$ cat config.mk
export PLATFORM = sky130hd
export DESIGN_NAME = spi_xfer_queue_flat
export DESIGN_NICKNAME = d
export VERILOG_FILES = /design/src/rtl/spi_xfer_queue_if.sv /design/src/rtl/spi_xfer_queue.sv /design/src/flat_wrapper.sv
export SDC_FILE = /design/constraint.sdc
export NUM_CORES = 1
export LEC_CHECK = 0
export CAP_MARGIN = 20
export CORE_ASPECT_RATIO = 1.4
export CORE_MARGIN = 2
export CORE_UTILIZATION = 62
export DETAILED_ROUTE_END_ITERATION = 8
export PLACE_DENSITY = 0.82
export REMOVE_ABC_BUFFERS = 1
export SLEW_MARGIN = 15
export SYNTH_ARGS = -nofsm -noshare
export SYNTH_HDL_FRONTEND = slang
export SYNTH_SLANG_ARGS = --single-unit
$ cat constraint.sdc
create_clock -name clk -period 3.7 [get_ports clk]
set_input_delay 0.925 -clock clk [delete_from_list [all_inputs] [get_ports clk]]
set_output_delay 0.925 -clock clk [all_outputs]
set_load 0.01 [all_outputs]
$ cat src/rtl/spi_xfer_queue_if.sv
// Host and SPI-master handshake bundle for spi_xfer_queue.
// The slave modport is the queue itself; master is whoever drives the host and engine side.
interface spi_xfer_queue_if #(
  parameter int unsigned AW = 3
) ();
  logic          en;
  logic          wr_en;
  logic [7:0]    wr_data;
  logic          tx_full;
  logic [AW:0]   tx_count;
  logic          rd_en;
  logic [7:0]    rd_data;
  logic          rx_empty;
  logic [AW:0]   rx_count;
  logic          wr_err;
  logic          rd_err;
  logic          clr_err;
  logic          xfer_active;
  logic          m_start;
  logic [7:0]    m_tx_data;
  logic          m_busy;
  logic [7:0]    m_rx_data;

  modport slave (
    input  en, wr_en, wr_data, rd_en, clr_err, m_busy, m_rx_data,
    output tx_full, tx_count, rd_data, rx_empty, rx_count, wr_err, rd_err,
           xfer_active, m_start, m_tx_data
  );

  modport master (
    output en, wr_en, wr_data, rd_en, clr_err, m_busy, m_rx_data,
    input  tx_full, tx_count, rd_data, rx_empty, rx_count, wr_err, rd_err,
           xfer_active, m_start, m_tx_data
  );
endinterface

$ cat src/rtl/spi_xfer_queue.sv
// TX/RX byte FIFOs around an 8-bit SPI master: one master transfer per TX byte,
// each received byte lands in the RX FIFO in strict order.
module spi_xfer_queue #(
  parameter int unsigned DEPTH = 8,
  parameter int unsigned AW    = 3
) (
  input  logic             clk,
  input  logic             rst,
  spi_xfer_queue_if.slave  bus
);
  localparam int unsigned CW = AW + 1;

  typedef enum logic [2:0] {
    IDLE      = 3'd0,
    LAUNCH    = 3'd1,
    WAIT_BUSY = 3'd2,
    WAIT_DONE = 3'd3,
    STORE     = 3'd4
  } state_e;

  state_e          state_q, state_d;
  logic [7:0]      tx_mem [DEPTH];
  logic [7:0]      rx_mem [DEPTH];
  logic [AW-1:0]   tx_wptr_q, tx_wptr_d, tx_rptr_q, tx_rptr_d;
  logic [AW-1:0]   rx_wptr_q, rx_wptr_d, rx_rptr_q, rx_rptr_d;
  logic [CW-1:0]   tx_cnt_q, tx_cnt_d, rx_cnt_q, rx_cnt_d;
  logic [7:0]      m_tx_data_q, m_tx_data_d, rx_byte_q, rx_byte_d;
  logic            wr_err_q, wr_err_d, rd_err_q, rd_err_d;

  logic tx_full_c, rx_empty_c, launch_ok_c;
  logic launch_c, capture_c, store_c, m_start_c, xfer_active_c;
  logic tx_push_c, rx_pop_c;

  assign tx_full_c   = (tx_cnt_q == CW'(DEPTH));
  assign rx_empty_c  = (rx_cnt_q == '0);
  // RX space is reserved here so the later STORE push can never overflow.
  assign launch_ok_c = bus.en && (tx_cnt_q != '0) && (rx_cnt_q != CW'(DEPTH)) && !bus.m_busy;

  // FSM state register
  always_ff @(posedge clk or posedge rst) begin
    if (rst) state_q <= IDLE;
    else     state_q <= state_d;
  end

  // FSM next state
  always_comb begin
    state_d = state_q;
    case (state_q)
      IDLE:      if (launch_ok_c) state_d = LAUNCH;
      LAUNCH:    state_d = WAIT_BUSY;
      WAIT_BUSY: if (bus.m_busy) state_d = WAIT_DONE;
      WAIT_DONE: if (!bus.m_busy) state_d = STORE;
      STORE:     state_d = IDLE;
      default:   state_d = IDLE;
    endcase
  end

  // FSM outputs and datapath strobes
  always_comb begin
    launch_c      = 1'b0;
    capture_c     = 1'b0;
    store_c       = 1'b0;
    m_start_c     = 1'b0;
    xfer_active_c = (state_q != IDLE);
    case (state_q)
      IDLE:      launch_c  = launch_ok_c;
      LAUNCH:    m_start_c = 1'b1;
      WAIT_DONE: capture_c = !bus.m_busy;
      STORE:     store_c   = 1'b1;
      default:   ;
    endcase
  end

  // A write to a full TX is still taken when a launch frees a slot on the same edge.
  assign tx_push_c = bus.wr_en && (!tx_full_c || launch_c);
  assign rx_pop_c  = bus.rd_en && !rx_empty_c;

  always_comb begin
    tx_wptr_d   = tx_wptr_q;
    tx_rptr_d   = tx_rptr_q;
    rx_wptr_d   = rx_wptr_q;
    rx_rptr_d   = rx_rptr_q;
    m_tx_data_d = m_tx_data_q;
    rx_byte_d   = rx_byte_q;
    if (tx_push_c) tx_wptr_d = tx_wptr_q + AW'(1);
    if (launch_c) begin
      tx_rptr_d   = tx_rptr_q + AW'(1);
      m_tx_data_d = tx_mem[tx_rptr_q];
    end
    if (store_c)   rx_wptr_d = rx_wptr_q + AW'(1);
    if (rx_pop_c)  rx_rptr_d = rx_rptr_q + AW'(1);
    if (capture_c) rx_byte_d = bus.m_rx_data;
    tx_cnt_d = tx_cnt_q + CW'(tx_push_c) - CW'(launch_c);
    rx_cnt_d = rx_cnt_q + CW'(store_c) - CW'(rx_pop_c);
    // A new error outranks a same-cycle clear.
    wr_err_d = (bus.wr_en && tx_full_c && !launch_c) || (wr_err_q && !bus.clr_err);
    rd_err_d = (bus.rd_en && rx_empty_c) || (rd_err_q && !bus.clr_err);
  end

  always_ff @(posedge clk or posedge rst) begin
    if (rst) begin
      tx_wptr_q   <= '0;
      tx_rptr_q   <= '0;
      rx_wptr_q   <= '0;
      rx_rptr_q   <= '0;
      tx_cnt_q    <= '0;
      rx_cnt_q    <= '0;
      m_tx_data_q <= '0;
      rx_byte_q   <= '0;
      wr_err_q    <= 1'b0;
      rd_err_q    <= 1'b0;
    end else begin
      tx_wptr_q   <= tx_wptr_d;
      tx_rptr_q   <= tx_rptr_d;
      rx_wptr_q   <= rx_wptr_d;
      rx_rptr_q   <= rx_rptr_d;
      tx_cnt_q    <= tx_cnt_d;
      rx_cnt_q    <= rx_cnt_d;
      m_tx_data_q <= m_tx_data_d;
      rx_byte_q   <= rx_byte_d;
      wr_err_q    <= wr_err_d;
      rd_err_q    <= rd_err_d;
    end
  end

  // Storage arrays carry no reset; occupancy counts define validity.
  always_ff @(posedge clk) begin
    if (tx_push_c) tx_mem[tx_wptr_q] <= bus.wr_data;
    if (store_c)   rx_mem[rx_wptr_q] <= rx_byte_q;
  end

  assign bus.tx_full     = tx_full_c;
  assign bus.tx_count    = tx_cnt_q;
  assign bus.rx_empty    = rx_empty_c;
  assign bus.rx_count    = rx_cnt_q;
  assign bus.rd_data     = rx_empty_c ? 8'h00 : rx_mem[rx_rptr_q];
  assign bus.wr_err      = wr_err_q;
  assign bus.rd_err      = rd_err_q;
  assign bus.xfer_active = xfer_active_c;
  assign bus.m_start     = m_start_c;
  assign bus.m_tx_data   = m_tx_data_q;
endmodule

$ cat src/flat_wrapper.sv
// flat-port wrapper written by rule: the top's interface ports become plain ports
module spi_xfer_queue_flat 
#(
  parameter int unsigned DEPTH = 8,
  parameter int unsigned AW    = 3
)
  (clk, rst, bus_en, bus_wr_en, bus_wr_data, bus_rd_en, bus_clr_err, bus_m_busy, bus_m_rx_data, bus_tx_full, bus_tx_count, bus_rd_data, bus_rx_empty, bus_rx_count, bus_wr_err, bus_rd_err, bus_xfer_active, bus_m_start, bus_m_tx_data);
  spi_xfer_queue_if #(.AW(AW)) bus_i ();
  input  logic clk;
  input  logic rst;
  input wire logic [$bits(bus_i.en)-1:0] bus_en;
  input wire logic [$bits(bus_i.wr_en)-1:0] bus_wr_en;
  input wire logic [$bits(bus_i.wr_data)-1:0] bus_wr_data;
  input wire logic [$bits(bus_i.rd_en)-1:0] bus_rd_en;
  input wire logic [$bits(bus_i.clr_err)-1:0] bus_clr_err;
  input wire logic [$bits(bus_i.m_busy)-1:0] bus_m_busy;
  input wire logic [$bits(bus_i.m_rx_data)-1:0] bus_m_rx_data;
  output wire logic [$bits(bus_i.tx_full)-1:0] bus_tx_full;
  output wire logic [$bits(bus_i.tx_count)-1:0] bus_tx_count;
  output wire logic [$bits(bus_i.rd_data)-1:0] bus_rd_data;
  output wire logic [$bits(bus_i.rx_empty)-1:0] bus_rx_empty;
  output wire logic [$bits(bus_i.rx_count)-1:0] bus_rx_count;
  output wire logic [$bits(bus_i.wr_err)-1:0] bus_wr_err;
  output wire logic [$bits(bus_i.rd_err)-1:0] bus_rd_err;
  output wire logic [$bits(bus_i.xfer_active)-1:0] bus_xfer_active;
  output wire logic [$bits(bus_i.m_start)-1:0] bus_m_start;
  output wire logic [$bits(bus_i.m_tx_data)-1:0] bus_m_tx_data;
  assign bus_i.en = bus_en;
  assign bus_i.wr_en = bus_wr_en;
  assign bus_i.wr_data = bus_wr_data;
  assign bus_i.rd_en = bus_rd_en;
  assign bus_i.clr_err = bus_clr_err;
  assign bus_i.m_busy = bus_m_busy;
  assign bus_i.m_rx_data = bus_m_rx_data;
  assign bus_tx_full = bus_i.tx_full;
  assign bus_tx_count = bus_i.tx_count;
  assign bus_rd_data = bus_i.rd_data;
  assign bus_rx_empty = bus_i.rx_empty;
  assign bus_rx_count = bus_i.rx_count;
  assign bus_wr_err = bus_i.wr_err;
  assign bus_rd_err = bus_i.rd_err;
  assign bus_xfer_active = bus_i.xfer_active;
  assign bus_m_start = bus_i.m_start;
  assign bus_m_tx_data = bus_i.m_tx_data;
  spi_xfer_queue #(.DEPTH(DEPTH), .AW(AW)) u_core (.clk(clk), .rst(rst), .bus(bus_i));
endmodule
==> flow_summary.json, run 1 <==
{
  "num_vias": 3530,
  "synth.distinct_cells": 35,
  "place_congestion": 0.869,
  "finalWirelength_mm": 13.4,
  "cts.htree.levels": 4,
  "ctsResizeCount": 0,
  "num_rows": 45,
  "drt_iter0_markers": 257,
  "critPathLaunchType": "register",
  "synth_area_sq_mm": 0.00680,
  "crit_path_cell_trace": "mux4_2, mux2i_1, nor2_1, clkdlybuf4s50_1",
  "cp_max_fo": 18,
  "core-area_sq_mm": 0.0108,
  "postCtsSetupRepairBufs": 0,
  "fin_cells": 601,
  "grt-ovfl-total": 0,
  "fin_util_pct": 75.9,
  "rsz0062_at_grt": "no",
  "clock_latency_ns": 0.42,
  "antenna_cells": 0,
  "cp_slowest_cell": "dfrtp_1",
  "drt_first_pass_iters": 4,
  "synth_ff_type": "edfxtp_1",
  "die_x_um": 92.5,
  "layout_worst_path_cycle_share_pct": 90.4,
  "p_clk_share_pct": 26.3,
  "cap_violations": 0,
  "worst_pin_slew_ns": 0.977,
  "synth_top_cell_by_area": "edfxtp_1",
  "timing.slew.headroom_pct": 34.7,
  "io_buffers": 52,
  "grt_use_met2_pct": 43.8,
  "clkTransAtPathRegs_ns": 0.06,
  "hold_end": "u_core.bus.rd_err",
  "dieArea_sq_mm": 0.0118,
  "power.density_mw_per_mm2": 814,
  "intPower_mw": 4.62,
  "hpwlAfterDp_mm": 8.63,
  "wl_per_cell_um": 22.3,
  "r2r_cells": 10,
  "yosysMostFrequentCell": "edfxtp_1",
  "cp-end-kind": "output pin",
  "crit_type": "reg2out",
  "slowest_delay_ns": 0.85,
  "leakagePower_nw": 2.98,
  "grt_usage_pct": 24.5,
  "synth-edff-count": 128,
  "seqPwrFrac_pct": 44.1,
  "cts_root_buf": "clkbuf_16",
  "grt_max_degree": 42,
  "p_sw_mw": 2.03,
  "finalSetupViolCount": 0,
  "worst_slack_ns": 0.356,
  "switching_share_pct": 30.5,
  "finClkSkew_ns": 0.00933,
  "tns_ns": 0,
  "drc_errors": 0,
  "fmax_ghz": 0.299,
  "hold_slack_ns": 0.509,
  "grt_busiest_layer": "met2",
  "pre_cts_ws_ns": 0.387,
  "r2r_end": "u_core.bus.tx_count[2]",
  "hold_viol": 0,
  "synth_seq_cells": 169,
  "cts.sinks": 169,
  "gr-usage-met3_pct": 6.00,
  "r2r_start": "u_core.bus.tx_count[2]",
  "grt_pass1_vias": 3794,
  "areaGrowthSynthToFinish_pct": 20.1,
  "ys_async_sr_fraction_pct": 24.3,
  "synth_common_cells": "128 x edfxtp_1, 41 x dfrtp_1, 32 x mux4_2, 32 x nor2_1, 19 x inv_1",
  "critPathRequiredTime_ns": 2.77,
  "yosysWarningCount": 0,
  "worstHoldStart": "u_core.bus.rd_err",
  "dieHeight_um": 128,
  "cp.arrival_ns": 2.42,
  "postSynthAreaPerCell_sq_um": 18.2,
  "p_comb_share_pct": 29.6,
  "cts_tree": "yes",
  "slew_violations": 0,
  "yosys-top-cells-area": "edfxtp_1 57%, dfrtp_1 15%, mux4_2 11%",
  "io_pins": 53,
  "drive_gt1_share_pct": 20.9,
  "vias_per_cell": 5.87,
  "yosysSeqAreaShare_pct": 71.6,
  "r2r_slack_ns": 1.12,
  "antenna_found_initial": 0,
  "dp_cells": 568,
  "finalNetCount": 488,
  "synth_top_cell_area_share_pct": 56.5,
  "hold_path_depth": 1,
  "ir_drop_mv": 0.477,
  "clk_path_buf_depth": 2,
  "status": "completed",
  "grt_pass1_wl_mm": 20.7,
  "initial_core_util_pct": 63.2,
  "timing.final.crit_period_ns": 3.34,
  "hold_class": "reg2reg",
  "synthCells": 374,
  "grt_util_met1_pct": 28.2,
  "hold_buffers": 0,
  "drtAntennaViolNets": 0,
  "cts_buffers": 17
}
per-layer routing:
| layer | vias up | wire [um] |
|---|---|---|
| met2 | 111 | 7730 |
| met5 | - | 0 |
| met4 | 0 | 276 |
| li1 | 1572 | - |
| met1 | 1824 | 4880 |
| met3 | 23 | 507 |
cell families after synthesis:
| logic type | count (synthesis) | synth area share (%) |
|---|---|---|
| flip-flops | 169 | 71.6 |
| AND/OR/NAND/NOR | 61 | 4.12 |
| multiplexers | 60 | 14.9 |
| buffers and inverters | 33 | 1.97 |
| AO/OA/AOI/OAI | 21 | 2.28 |
| adder cells (fa/ha/maj) | 18 | 3.53 |
| XOR/XNOR | 12 | 1.55 |
cell usage in the layout (no fill, tap or decap), types with 2 or more instances in the layout:
| cell type | Yosys | layout |
|---|---|---|
| a21o_1 | 2 | 2 |
| a21oi_1 | 10 | 10 |
| a22o_1 | 2 | 2 |
| buf_4 | 1 | 15 |
| bufinv_16 | 0 | 2 |
| clkbuf_16 | 0 | 17 |
| clkdlybuf4s50_1 | 0 | 52 |
| clkinv_2 | 0 | 3 |
| clkinv_4 | 0 | 2 |
| clkinvlp_4 | 0 | 2 |
| dfrtp_1 | 41 | 41 |
| edfxtp_1 | 128 | 128 |
| fa_1 | 2 | 2 |
| ha_1 | 16 | 16 |
| inv_1 | 19 | 18 |
| inv_6 | 0 | 4 |
| inv_8 | 0 | 2 |
| mux2_2 | 11 | 11 |
| mux2i_1 | 16 | 16 |
| mux4_2 | 32 | 32 |
| nand2_1 | 8 | 8 |
| nand2b_1 | 5 | 5 |
| nor2_1 | 32 | 32 |
| nor2b_1 | 2 | 2 |
| nor3_1 | 5 | 5 |
| nor3b_1 | 3 | 3 |
| o211ai_1 | 3 | 3 |
| xnor2_1 | 6 | 6 |
| xor2_1 | 6 | 6 |
registers in the layout, summed over array words and instances, names as in the netlist:
register	cells
u_core.rx_wptr_q	3
u_core.rx_rptr_q	3
u_core.tx_rptr_q	3
u_core.bus.tx_count	4
u_core.bus.m_tx_data	8
u_core.bus.rd_err	1
u_core.rx_byte_q	8
u_core.bus.wr_err	1
u_core.rx_mem	64
u_core.state_q	3
u_core.bus.rx_count	4
u_core.tx_wptr_q	3
u_core.tx_mem	64
layout make-up:
type                       instances  area, sq um
clock buffer                      17          425
clock inverter                    15          165
fill                             590         2590
inverter                          19         71.3
multi-input combinational        172         1800
sequential                       169         4870
tap                              141          176
timing repair buffer              68          661
metrics by stage:
stage          area, sq um  power, mW
2_1_floorplan         6740       4.03
5_1_grt               8170       6.98
4_1_cts               8140       6.66
3_5_place_dp          7550       4.89
6_report              8170       6.65
3_3_place_gp          7550       4.78
worst max-delay path by stage:
stage	slack (ns)	endpoint	from	cells past startpoint
finish	0.36	bus_rd_data[1]	u_core.rx_rptr_q[1]	4
CTS	0.31	bus_rd_data[1]	u_core.rx_rptr_q[1]	4
floorplan	0.26	u_core.tx_mem[0][0]	bus_m_busy	4
global placement	0.48	u_core.bus.tx_count[1]	bus_m_busy	8
global route	0.17	bus_rd_data[1]	u_core.rx_rptr_q[1]	4
detailed placement	0.39	u_core.bus.tx_count[1]	bus_m_busy	8
power by group through the flow:
stage	Clock (mW)	Combinational, mW	Sequential [mW]
floorplan	0	1.10	2.93
detailed placement	0	1.90	2.99
finish	1.75	1.97	2.93
CTS	1.78	1.93	2.96
global route	1.85	2.14	2.99
global placement	0	1.82	2.96
critical path, delay by kind of cell (launching register included):
kind                   cells  cell delay [ns]
and+or+nand+nor            1             0.07
buffers and inverters      1             0.48
muxes                      2             0.60
DFF                        1             0.85
Note: power is estimated with default switching activity, not from simulation.
==> run 2: changes to the inputs <==
Settings changed: CORE_MARGIN 2 to default.
==> flow_summary.json, run 2 (synthesis results as in run 1) <==
{
  "rsz0062_at_grt": "no",
  "status": "completed",
  "fmax_ghz": 0.299,
  "nFillCells": 536,
  "hold_viol": 0,
  "fin_cells": 597,
  "wl_per_cell_um": 22.1,
  "hold_slack_ns": 0.514,
  "cp.arrival_ns": 2.42,
  "r2r_cells": 10,
  "final_common_cell": "edfxtp_1",
  "slew_violations": 0,
  "seq_area_sq_mm": 0.00487,
  "timing.final.crit_period_ns": 3.35,
  "antenna_cells": 0,
  "multi_input_area_sq_mm": 0.00180,
  "io_pins": 53,
  "p_comb_share_pct": 28.9,
  "design_area_sq_mm": 0.00816,
  "postCtsSetupRepairBufs": 0,
  "grt_busiest_layer": "met2",
  "clk_path_buf_depth": 2,
  "drtAntennaViolNets": 0,
  "grt_pass1_wl_mm": 20.8,
  "power.density_mw_per_mm2": 823,
  "clkTransAtPathRegs_ns": 0.06,
  "drc_errors": 0,
  "grt_use_met2_pct": 43.7,
  "antenna_found_initial": 1,
  "cts.sinks": 169,
  "intPower_mw": 4.69,
  "dp_cells": 564,
  "timing.slew.headroom_pct": 36.6,
  "seqPwrFrac_pct": 43.8,
  "worst_pin_slew_ns": 0.950,
  "fin_util_pct": 77.6,
  "hpwlAfterDp_mm": 8.30,
  "power.total_mw": 6.72,
  "pre_cts_ws_ns": 0.479,
  "vias_per_cell": 5.91,
  "cts_buffers": 17,
  "crit_type": "reg2out",
  "finalNetCount": 487,
  "r2r_end": "u_core.bus.tx_count[2]",
  "dieHeight_um": 126,
  "p_sw_mw": 2.03,
  "top_regs": "u_core.rx_mem: 64 flops, u_core.tx_mem: 64 flops",
  "core-area_sq_mm": 0.0105,
  "num_rows": 44,
  "worstSetupStartpoint": "u_core.rx_rptr_q[1]",
  "leakagePower_nw": 2.98,
  "die_x_um": 90.5,
  "place_congestion": 0.845,
  "critPathLaunchType": "register",
  "worst_slack_ns": 0.350,
  "cp_max_fo": 18,
  "cts_tree": "yes",
  "tns_ns": 0,
  "drt_first_pass_iters": 4,
  "grt_max_degree": 42,
  "layout_worst_path_cycle_share_pct": 90.5,
  "finalSetupViolCount": 0,
  "grt_util_met1_pct": 30.5,
  "ir_drop_mv": 0.552,
  "dieArea_sq_mm": 0.0114,
  "ctsResizeCount": 0,
  "finalWirelength_mm": 13.2,
  "io_buffers": 52,
  "cp-end-kind": "output pin",
  "switching_share_pct": 30.2,
  "cts_root_buf": "clkbuf_16",
  "placed_cell_area_sq_mm": 0.00754,
  "drive_gt1_share_pct": 20.3,
  "grt_pass1_vias": 3784,
  "grt_usage_pct": 25.5,
  "cp-endpoint": "bus_rd_data[2]",
  "clock_latency_ns": 0.43,
  "cap_violations": 0,
  "grt-ovfl-total": 0,
  "cts.htree.levels": 4,
  "p_clk_share_pct": 27.2,
  "r2r_start": "u_core.bus.tx_count[2]",
  "areaGrowthSynthToFinish_pct": 20.0,
  "hold_buffers": 0,
  "r2r_slack_ns": 1.16,
  "hold_class": "reg2reg",
  "num_vias": 3527,
  "initial_core_util_pct": 64.7,
  "critPathRequiredTime_ns": 2.77,
  "finClkSkew_ns": 0.00965,
  "drt_iter0_markers": 343,
  "final_cell_mix": "128 x edfxtp_1, 52 x clkdlybuf4s50_1, 41 x dfrtp_1, 32 x nor2_1, 32 x mux4_2",
  "gr-usage-met3_pct": 6.40
}
==> run 2: worst min-delay path by stage <==
stage	start	to	slack [ns]	cells past startpoint
floorplan	u_core.state_q[2]	u_core.state_q[0]	0.46	1
global placement	u_core.bus.rd_err	u_core.bus.rd_err	0.49	1
detailed placement	u_core.bus.rd_err	u_core.bus.rd_err	0.50	1
CTS	u_core.bus.rd_err	u_core.bus.rd_err	0.51	1
global route	u_core.bus.rd_err	u_core.bus.rd_err	0.54	1
finish	u_core.bus.rd_err	u_core.bus.rd_err	0.51	1
==> run 2: cell type report <==
class,count,area share (%)
sequential,169,59.7
inverter,19,0.874
timing repair buffer,67,7.85
multi-input combinational,172,22.0
clock inverter,12,2.01
clock buffer,20,5.47
tap,138,2.12
==> run 2: critical path, cell delays in order, from the launching register on <==
cell and delay (ns):
dfrtp_1 0.87, mux4_2 0.42, mux2i_1 0.16, nor2_1 0.07, clkdlybuf4s50_1 0.47
==> run 2: power by group through the flow <==
stage / logic, mW / clock network [mW] / registers [mW]
final: 1.94 / 1.83 / 2.94
after CTS: 1.92 / 1.84 / 2.97
after detailed placement: 1.87 / 0 / 2.99
after global placement: 1.82 / 0 / 2.96
after global routing: 2.10 / 1.92 / 2.99
after floorplan: 1.10 / 0 / 2.93
==> run 2: per-layer routing <==
metal	up-vias	routed length (um)
li1	1564	-
met1	1824	5000
met2	115	7140
met3	24	649
met4	0	380
met5	-	0
